**src/rtl/pipe_isa_pkg.sv**
```systemverilog
`default_nettype none
// ============================================================================
// Module  : pipe_isa_pkg
// Brief   : Shared ISA encodings, field slices and issuer FSM state type.
// Revision: 1.0  initial release
// ============================================================================
package pipe_isa_pkg;

    localparam logic [1:0] OP_NOP  = 2'b00;
    localparam logic [1:0] OP_ADD  = 2'b01;
    localparam logic [1:0] OP_SET  = 2'b10;
    localparam logic [1:0] OP_NAND = 2'b11;

    typedef enum logic [1:0] {
        ST_IDLE = 2'd0,
        ST_RUN  = 2'd1,
        ST_LAST = 2'd2
    } issue_state_t;

    function automatic logic [1:0] op_of(input logic [7:0] i);
        return i[7:6];
    endfunction

    function automatic logic [1:0] rs1_of(input logic [7:0] i);
        return i[5:4];
    endfunction

    function automatic logic [1:0] rs2_of(input logic [7:0] i);
        return i[3:2];
    endfunction

    function automatic logic [1:0] rd_of(input logic [7:0] i);
        return i[1:0];
    endfunction

    function automatic logic [3:0] imm_of(input logic [7:0] i);
        return i[5:2];
    endfunction

endpackage
`default_nettype wire

```
**src/rtl/inst_prog_mem.sv**
```systemverilog
`default_nettype none
// ============================================================================
// Module  : inst_prog_mem
// Brief   : DEPTH x 8 program store, synchronous write, combinational read.
// Revision: 1.0  initial release
// ============================================================================
module inst_prog_mem #(
    parameter int DEPTH = 16,
    parameter int AW    = 4
) (
    input  logic          clk,
    input  logic          we,
    input  logic [AW-1:0] waddr,
    input  logic [7:0]    wdata,
    input  logic [AW-1:0] raddr,
    output logic [7:0]    rdata
);

    logic [7:0] r_mem [DEPTH];

    always_ff @(posedge clk) begin
        if (we) begin
            r_mem[waddr] <= wdata;
        end
    end

    assign rdata = r_mem[raddr];

endmodule
`default_nettype wire

```
**src/rtl/inst_stream_issuer.sv**
```systemverilog
`default_nettype none
// ============================================================================
// Module  : inst_stream_issuer
// Brief   : Streams a loaded program onto the 8-bit inst valid/ready port.
// Revision: 1.0  initial release
// ============================================================================
module inst_stream_issuer #(
    parameter int DEPTH = 16,
    parameter int AW    = 4
) (
    input  logic          clk,
    input  logic          rst,
    input  logic          prog_we,
    input  logic [AW-1:0] prog_addr,
    input  logic [7:0]    prog_data,
    input  logic          start,
    input  logic [AW:0]   length,
    input  logic          flush,
    output logic [7:0]    inst,
    output logic          inst_valid,
    input  logic          inst_ready,
    output logic          busy,
    output logic          done,
    output logic [AW:0]   issued_cnt
);
    import pipe_isa_pkg::*;

    issue_state_t  r_state, w_state_nxt;
    logic [AW-1:0] r_pc, w_pc_nxt;
    logic [AW:0]   r_len, w_len_nxt;
    logic [AW:0]   r_cnt, w_cnt_nxt;
    logic [7:0]    r_inst, w_inst_nxt;
    logic          r_valid, w_valid_nxt;
    logic          r_done, w_done_nxt;

    logic [7:0]    w_mem_data;
    logic          w_xfer;
    logic          w_last_addr;
    logic [AW:0]   w_cnt_inc;
    logic          w_prog_we;

    assign w_prog_we = prog_we && (r_state == ST_IDLE);

    inst_prog_mem #(
        .DEPTH (DEPTH),
        .AW    (AW)
    ) u_mem (
        .clk   (clk),
        .we    (w_prog_we),
        .waddr (prog_addr),
        .wdata (prog_data),
        .raddr (r_pc),
        .rdata (w_mem_data)
    );

    assign w_xfer      = r_valid && inst_ready;
    assign w_last_addr = ({1'b0, r_pc} == (r_len - (AW+1)'(1)));
    // A word taken by the pipeline always counts, even in a flush cycle.
    assign w_cnt_inc   = (w_xfer && (r_cnt < r_len)) ? (r_cnt + (AW+1)'(1)) : r_cnt;

    always_comb begin
        w_state_nxt = r_state;
        w_pc_nxt    = r_pc;
        w_len_nxt   = r_len;
        w_cnt_nxt   = r_cnt;
        w_inst_nxt  = r_inst;
        w_valid_nxt = r_valid;
        w_done_nxt  = 1'b0;
        case (r_state)
            ST_IDLE: begin
                if (start) begin
                    if (length == '0) begin
                        w_done_nxt = 1'b1;
                    end else begin
                        w_len_nxt   = length;
                        w_pc_nxt    = '0;
                        w_cnt_nxt   = '0;
                        w_state_nxt = ST_RUN;
                    end
                end
            end
            ST_RUN: begin
                w_cnt_nxt = w_cnt_inc;
                if (flush) begin
                    w_valid_nxt = 1'b0;
                    w_state_nxt = ST_IDLE;
                end else if (!r_valid || w_xfer) begin
                    w_inst_nxt  = w_mem_data;
                    w_valid_nxt = 1'b1;
                    w_pc_nxt    = r_pc + AW'(1);
                    if (w_last_addr) begin
                        w_state_nxt = ST_LAST;
                    end
                end
            end
            ST_LAST: begin
                w_cnt_nxt = w_cnt_inc;
                if (flush) begin
                    w_valid_nxt = 1'b0;
                    w_state_nxt = ST_IDLE;
                end else if (w_xfer) begin
                    w_valid_nxt = 1'b0;
                    w_done_nxt  = 1'b1;
                    w_state_nxt = ST_IDLE;
                end
            end
            default: begin
                w_valid_nxt = 1'b0;
                w_state_nxt = ST_IDLE;
            end
        endcase
    end

    always_ff @(posedge clk or posedge rst) begin
        if (rst) begin
            r_state <= ST_IDLE;
            r_pc    <= '0;
            r_len   <= '0;
            r_cnt   <= '0;
            r_inst  <= 8'h00;
            r_valid <= 1'b0;
            r_done  <= 1'b0;
        end else begin
            r_state <= w_state_nxt;
            r_pc    <= w_pc_nxt;
            r_len   <= w_len_nxt;
            r_cnt   <= w_cnt_nxt;
            r_inst  <= w_inst_nxt;
            r_valid <= w_valid_nxt;
            r_done  <= w_done_nxt;
        end
    end

    assign inst       = r_inst;
    assign inst_valid = r_valid;
    assign busy       = (r_state != ST_IDLE);
    assign done       = r_done;
    assign issued_cnt = r_cnt;

endmodule
`default_nettype wire
```
**config.mk**
```make
export PLATFORM = sky130hd
export DESIGN_NAME = inst_stream_issuer
export DESIGN_NICKNAME = d
export VERILOG_FILES = /design/src/rtl/pipe_isa_pkg.sv /design/src/rtl/inst_prog_mem.sv /design/src/rtl/inst_stream_issuer.sv
export SDC_FILE = /design/constraint.sdc
export NUM_CORES = 1
export LEC_CHECK = 0
export ABC_AREA = 1
export CORE_UTILIZATION = 40
export DETAILED_ROUTE_END_ITERATION = 7
export DONT_BUFFER_PORTS = 1
export HOLD_SLACK_MARGIN = 0.02
export SETUP_SLACK_MARGIN = 0.3
export SLEW_MARGIN = 0
export SYNTH_ARGS = -nofsm -noshare
export SYNTH_HDL_FRONTEND = slang
export SYNTH_SLANG_ARGS = --single-unit
```
**constraint.sdc**
```tcl
create_clock -name clk -period 1.9 [get_ports clk]
set_input_delay 0.095 -clock clk [delete_from_list [all_inputs] [get_ports clk]]
set_output_delay 0.095 -clock clk [all_outputs]
set_load 0.01 [all_outputs]
```
==> metrics.txt <==
# TYPE chip_impl_metric gauge
chip_impl_info{name="status",value="finished clean"} 1
chip_impl_metric{name="pwr-share-clk",unit=""} 0.271
chip_impl_metric{name="p_switching",unit="mW"} 4.05
chip_impl_metric{name="fp.dieW",unit="um"} 131
chip_impl_metric{name="seqCellArea",unit="um^2"} 4500
chip_impl_metric{name="tns",unit="ns"} 0
chip_impl_metric{name="critical_path_required",unit="ns"} 2.20
chip_impl_info{name="reg2reg_to",value="issued_cnt[1]"} 1
chip_impl_metric{name="io_pins",unit=""} 39
chip_impl_info{name="hold_start",value="prog_we"} 1
chip_impl_metric{name="netlist.area_leader.share",unit=""} 0.573
chip_impl_info{name="ys_dominant_reg_cell",value="edfxtp_1"} 1
chip_impl_metric{name="synth_sequential_area_ratio",unit=""} 0.670
chip_impl_metric{name="hpwlAfterDp",unit="mm"} 10.3
chip_impl_info{name="cp-start-kind",value="flip-flop"} 1
chip_impl_metric{name="syn-cell-area",unit="um^2"} 6710
chip_impl_metric{name="multi_input_area",unit="um^2"} 2280
chip_impl_info{name="worstSetupStartpoint",value="issued_cnt[2]"} 1
chip_impl_info{name="layout_commonest_cell",value="nand2_1"} 1
chip_impl_metric{name="clkLatencyLatePin",unit="ns"} 0.43
chip_impl_info{name="unrepaired_setup_endpoints_after_global_routing",value="yes"} 1
chip_impl_metric{name="wire_per_inst",unit="um"} 18.7
chip_impl_metric{name="p_leak",unit="nW"} 3.11
chip_impl_metric{name="drt-vias-per-instance",unit=""} 5.27
chip_impl_metric{name="fp.dieH",unit="um"} 131
chip_impl_metric{name="hold_viol",unit=""} 0
chip_impl_metric{name="core-area",unit="um^2"} 16100
chip_impl_info{name="clock-root-buffer",value="clkbuf_16"} 1
chip_impl_metric{name="place.gp.congestion",unit=""} 0.805
chip_impl_metric{name="wirelength",unit="mm"} 16.9
chip_impl_metric{name="first_iter_violations",unit=""} 375
chip_impl_metric{name="fin_crit",unit="ns"} 1.63
chip_impl_info{name="ys_top_cells_by_area",value="edfxtp_1 (57%), nand2_1 (12%), dfrtp_1 (9.7%), nand3_1 (8.4%), nor2_1 (2.0%)"} 1
chip_impl_metric{name="number_of_antenna_cells_inserted",unit=""} 0
chip_impl_metric{name="yosys_register_bits",unit=""} 154
chip_impl_metric{name="cts_buffer_depth",unit=""} 2
chip_impl_metric{name="global_route.overflow_total",unit=""} 0
chip_impl_info{name="yosysTopAreaCell",value="edfxtp_1"} 1
chip_impl_metric{name="whs",unit="ns"} 0.0297
chip_impl_metric{name="row_count",unit=""} 46
chip_impl_info{name="cp-end-kind",value="flip-flop"} 1
chip_impl_metric{name="finalNetCount",unit=""} 711
chip_impl_metric{name="powerDensity",unit="nW/um^2"} 1360
chip_impl_metric{name="wire_length_of_the_first_global_routing_pass",unit="mm"} 25.7
chip_impl_metric{name="swShare",unit=""} 0.362
chip_impl_metric{name="internal_power",unit="mW"} 7.16
chip_impl_metric{name="numCtsBuffers",unit=""} 17
chip_impl_metric{name="grt_usage",unit=""} 0.200
chip_impl_metric{name="timing.reg2reg.worst_path_depth",unit=""} 9
chip_impl_metric{name="synthesis.area_per_instance",unit="um^2"} 10.5
chip_impl_metric{name="syn-instance-count",unit=""} 636
chip_impl_metric{name="worstMarginPinSlew",unit="ns"} 0.829
chip_impl_metric{name="regToRegSetupSlack",unit="ns"} 0.27
chip_impl_metric{name="timing.final.max_slew_violations",unit=""} 0
chip_impl_metric{name="clkSinkCount",unit=""} 154
chip_impl_metric{name="fp.dieArea",unit="um^2"} 17300
chip_impl_metric{name="ys_types",unit=""} 28
chip_impl_metric{name="h-tree-depth",unit=""} 4
chip_impl_metric{name="grt_start_max_net_pins",unit=""} 37
chip_impl_metric{name="timing.max_slew.rel_slack",unit=""} 0.445
chip_impl_metric{name="max_cap_violations",unit=""} 0
chip_impl_metric{name="fmax",unit="MHz"} 614
chip_impl_metric{name="synthToLayoutAreaGrowth",unit="%"} 23.1
chip_impl_info{name="hp-class",value="in -> reg"} 1
chip_impl_metric{name="io_buffers",unit=""} 0
chip_impl_metric{name="fill_cell_count",unit=""} 1425
chip_impl_metric{name="number_of_antenna_violations_at_the_first_check_in_global_routing",unit=""} 0
chip_impl_metric{name="num_vias",unit=""} 4777
chip_impl_metric{name="synth_async_sr_flop_share",unit=""} 0.169
chip_impl_metric{name="critical_path.max_fanout",unit=""} 6
chip_impl_metric{name="p_comb_frac",unit=""} 0.347
chip_impl_info{name="rr_startpoint",value="issued_cnt[2]"} 1
chip_impl_metric{name="layout-drive-gt1-share",unit=""} 0.194
chip_impl_metric{name="timing.final.setup_violations",unit=""} 0
chip_impl_info{name="cts_tree",value="done"} 1
chip_impl_metric{name="grt_pass1_vias",unit=""} 4585
chip_impl_metric{name="power.sequential.fraction",unit=""} 0.383
chip_impl_metric{name="synthesis.yosys.warnings",unit=""} 0
chip_impl_metric{name="min_path_cells",unit=""} 2
chip_impl_metric{name="peakVddDrop",unit="mV"} 0.845
chip_impl_metric{name="postRouteAntennaNets",unit=""} 0
chip_impl_metric{name="syn_nets",unit=""} 669
chip_impl_metric{name="finalCritPeriodShare",unit=""} 0.858
chip_impl_metric{name="drcViolationCount",unit=""} 0
chip_impl_metric{name="drt-pass1-iter-count",unit=""} 5
chip_impl_info{name="setup.worst_path.class",value="reg -> reg"} 1
chip_impl_metric{name="floorplan.initialDensity",unit=""} 0.416
chip_impl_metric{name="worst_clock_skew",unit="ns"} 0.00855
chip_impl_metric{name="clk_pin_slew_worst_paths",unit="ns"} 0.06
chip_impl_metric{name="worst_ep_arrival_time",unit="ns"} 1.93
chip_impl_info{name="layout_common_cells",value="nand2_1 (208), edfxtp_1 (128), nand3_1 (106)"} 1
chip_impl_metric{name="number_of_synthesized_flops_with_an_enable_pin",unit=""} 128
chip_impl_info{name="hold-path-endpoint",value="u_mem.r_mem[8][7]"} 1
[power by group through the flow]
stage	clock network [mW]	logic, mW	registers (mW)
after global routing	3.22	4.34	4.33
final	3.04	3.89	4.29
after global placement	0	2.78	4.30
after floorplan	0	2.27	4.22
after CTS	3.08	3.16	4.24
after detailed placement	0	2.80	4.31
[repair_timing]
action,4_1_cts,5_1_grt
hold buffers,18,0
buffers inserted,10,8
pin swaps,15,29
gates cloned,0,3
endpoints found under the hold margin,163,0
resized for setup,15,58
setup endpoints to repair,116,123
[cells by family (layout without fill, tap and decap cells)]
family,Yosys count,after routing,synth area share
buffers and inverters,59,113,0.0412
AO/OA/AOI/OAI,31,31,0.0278
flip-flops,154,154,0.670
adder cells (fa/ha/maj),10,10,0.0187
XOR/XNOR,4,4,0.00522
AND/OR/NAND/NOR,378,379,0.237
[worst max-delay path: stages, from the launching register on]
cell	delay, ns
dfrtp_2	0.49
ha_4	0.27
a21oi_2	0.15
o21ai_2	0.07
nand3_1	0.08
nand2_1	0.06
nand2_2	0.12
nand2_4	0.09
nand2_1	0.09
o21ai_1	0.09
[synthesized netlist by cell type (2+ instances only)]
library cell / instances
nand2_1: 220
edfxtp_1: 128
nand3_1: 112
nor2_1: 36
dfrtp_1: 26
inv_1: 23
buf_2: 16
ha_1: 10
o21ai_1: 10
buf_4: 9
a31oi_1: 8
inv_2: 6
a21oi_1: 4
nor3_1: 4
o21ai_0: 4
buf_1: 2
clkbuf_1: 2
nand4_1: 2
nor2_4: 2
or2_1: 2
xnor2_1: 2
xor2_1: 2
[metal layers]
| layer | up-vias | routed length, um | global-route usage |
|---|---|---|---|
| met4 | 0 | 379 | 0.0711 |
| met5 | - | 0 | 0 |
| li1 | 2260 | - | - |
| met1 | 2309 | 7100 | 0.260 |
| met2 | 180 | 8230 | 0.323 |
| met3 | 28 | 1210 | 0.0486 |
[through the flow]
| stage | utilization | area [um^2] | std cells | worst slack (ns) | power (mW) |
|---|---|---|---|---|---|
| after global routing | 0.512 | 8260 | 907 | 0.139 | 11.9 |
| final | 0.512 | 8260 | 907 | 0.270 | 11.2 |
| after global placement | 0.440 | 7090 | 836 | 0.260 | 7.08 |
| after floorplan | - | 6870 | 636 | 0.273 | 6.49 |
| after CTS | 0.491 | 7920 | 896 | 0.299 | 10.5 |
| after detailed placement | 0.440 | 7090 | 836 | 0.215 | 7.11 |
[worst max-delay path by stage]
stage,endpoint,slack (ns),cells past startpoint
floorplan,u_mem.r_mem[11][0],0.27,5
global placement,u_mem.r_mem[4][0],0.26,6
detailed placement,issued_cnt[2],0.22,9
CTS,r_state[0],0.30,12
global route,issued_cnt[1],0.14,12
finish,issued_cnt[1],0.27,9
[area by class of cell]
cell class              count  area share
clock inverters            14      0.0120
multi-input cells         424       0.276
flip-flops and latches    154       0.545
repair buffers             52      0.0671
clock buffers              18      0.0520
inverters                  29      0.0150
well taps                 216      0.0327
[registers in the layout, summed over array words and instances (netlist names)]
signal,cells
r_state,2
done,1
issued_cnt,5
inst_valid,1
r_pc,4
r_len,5
u_mem.r_mem,128
inst,8
(Power assumes the default switching activity.)
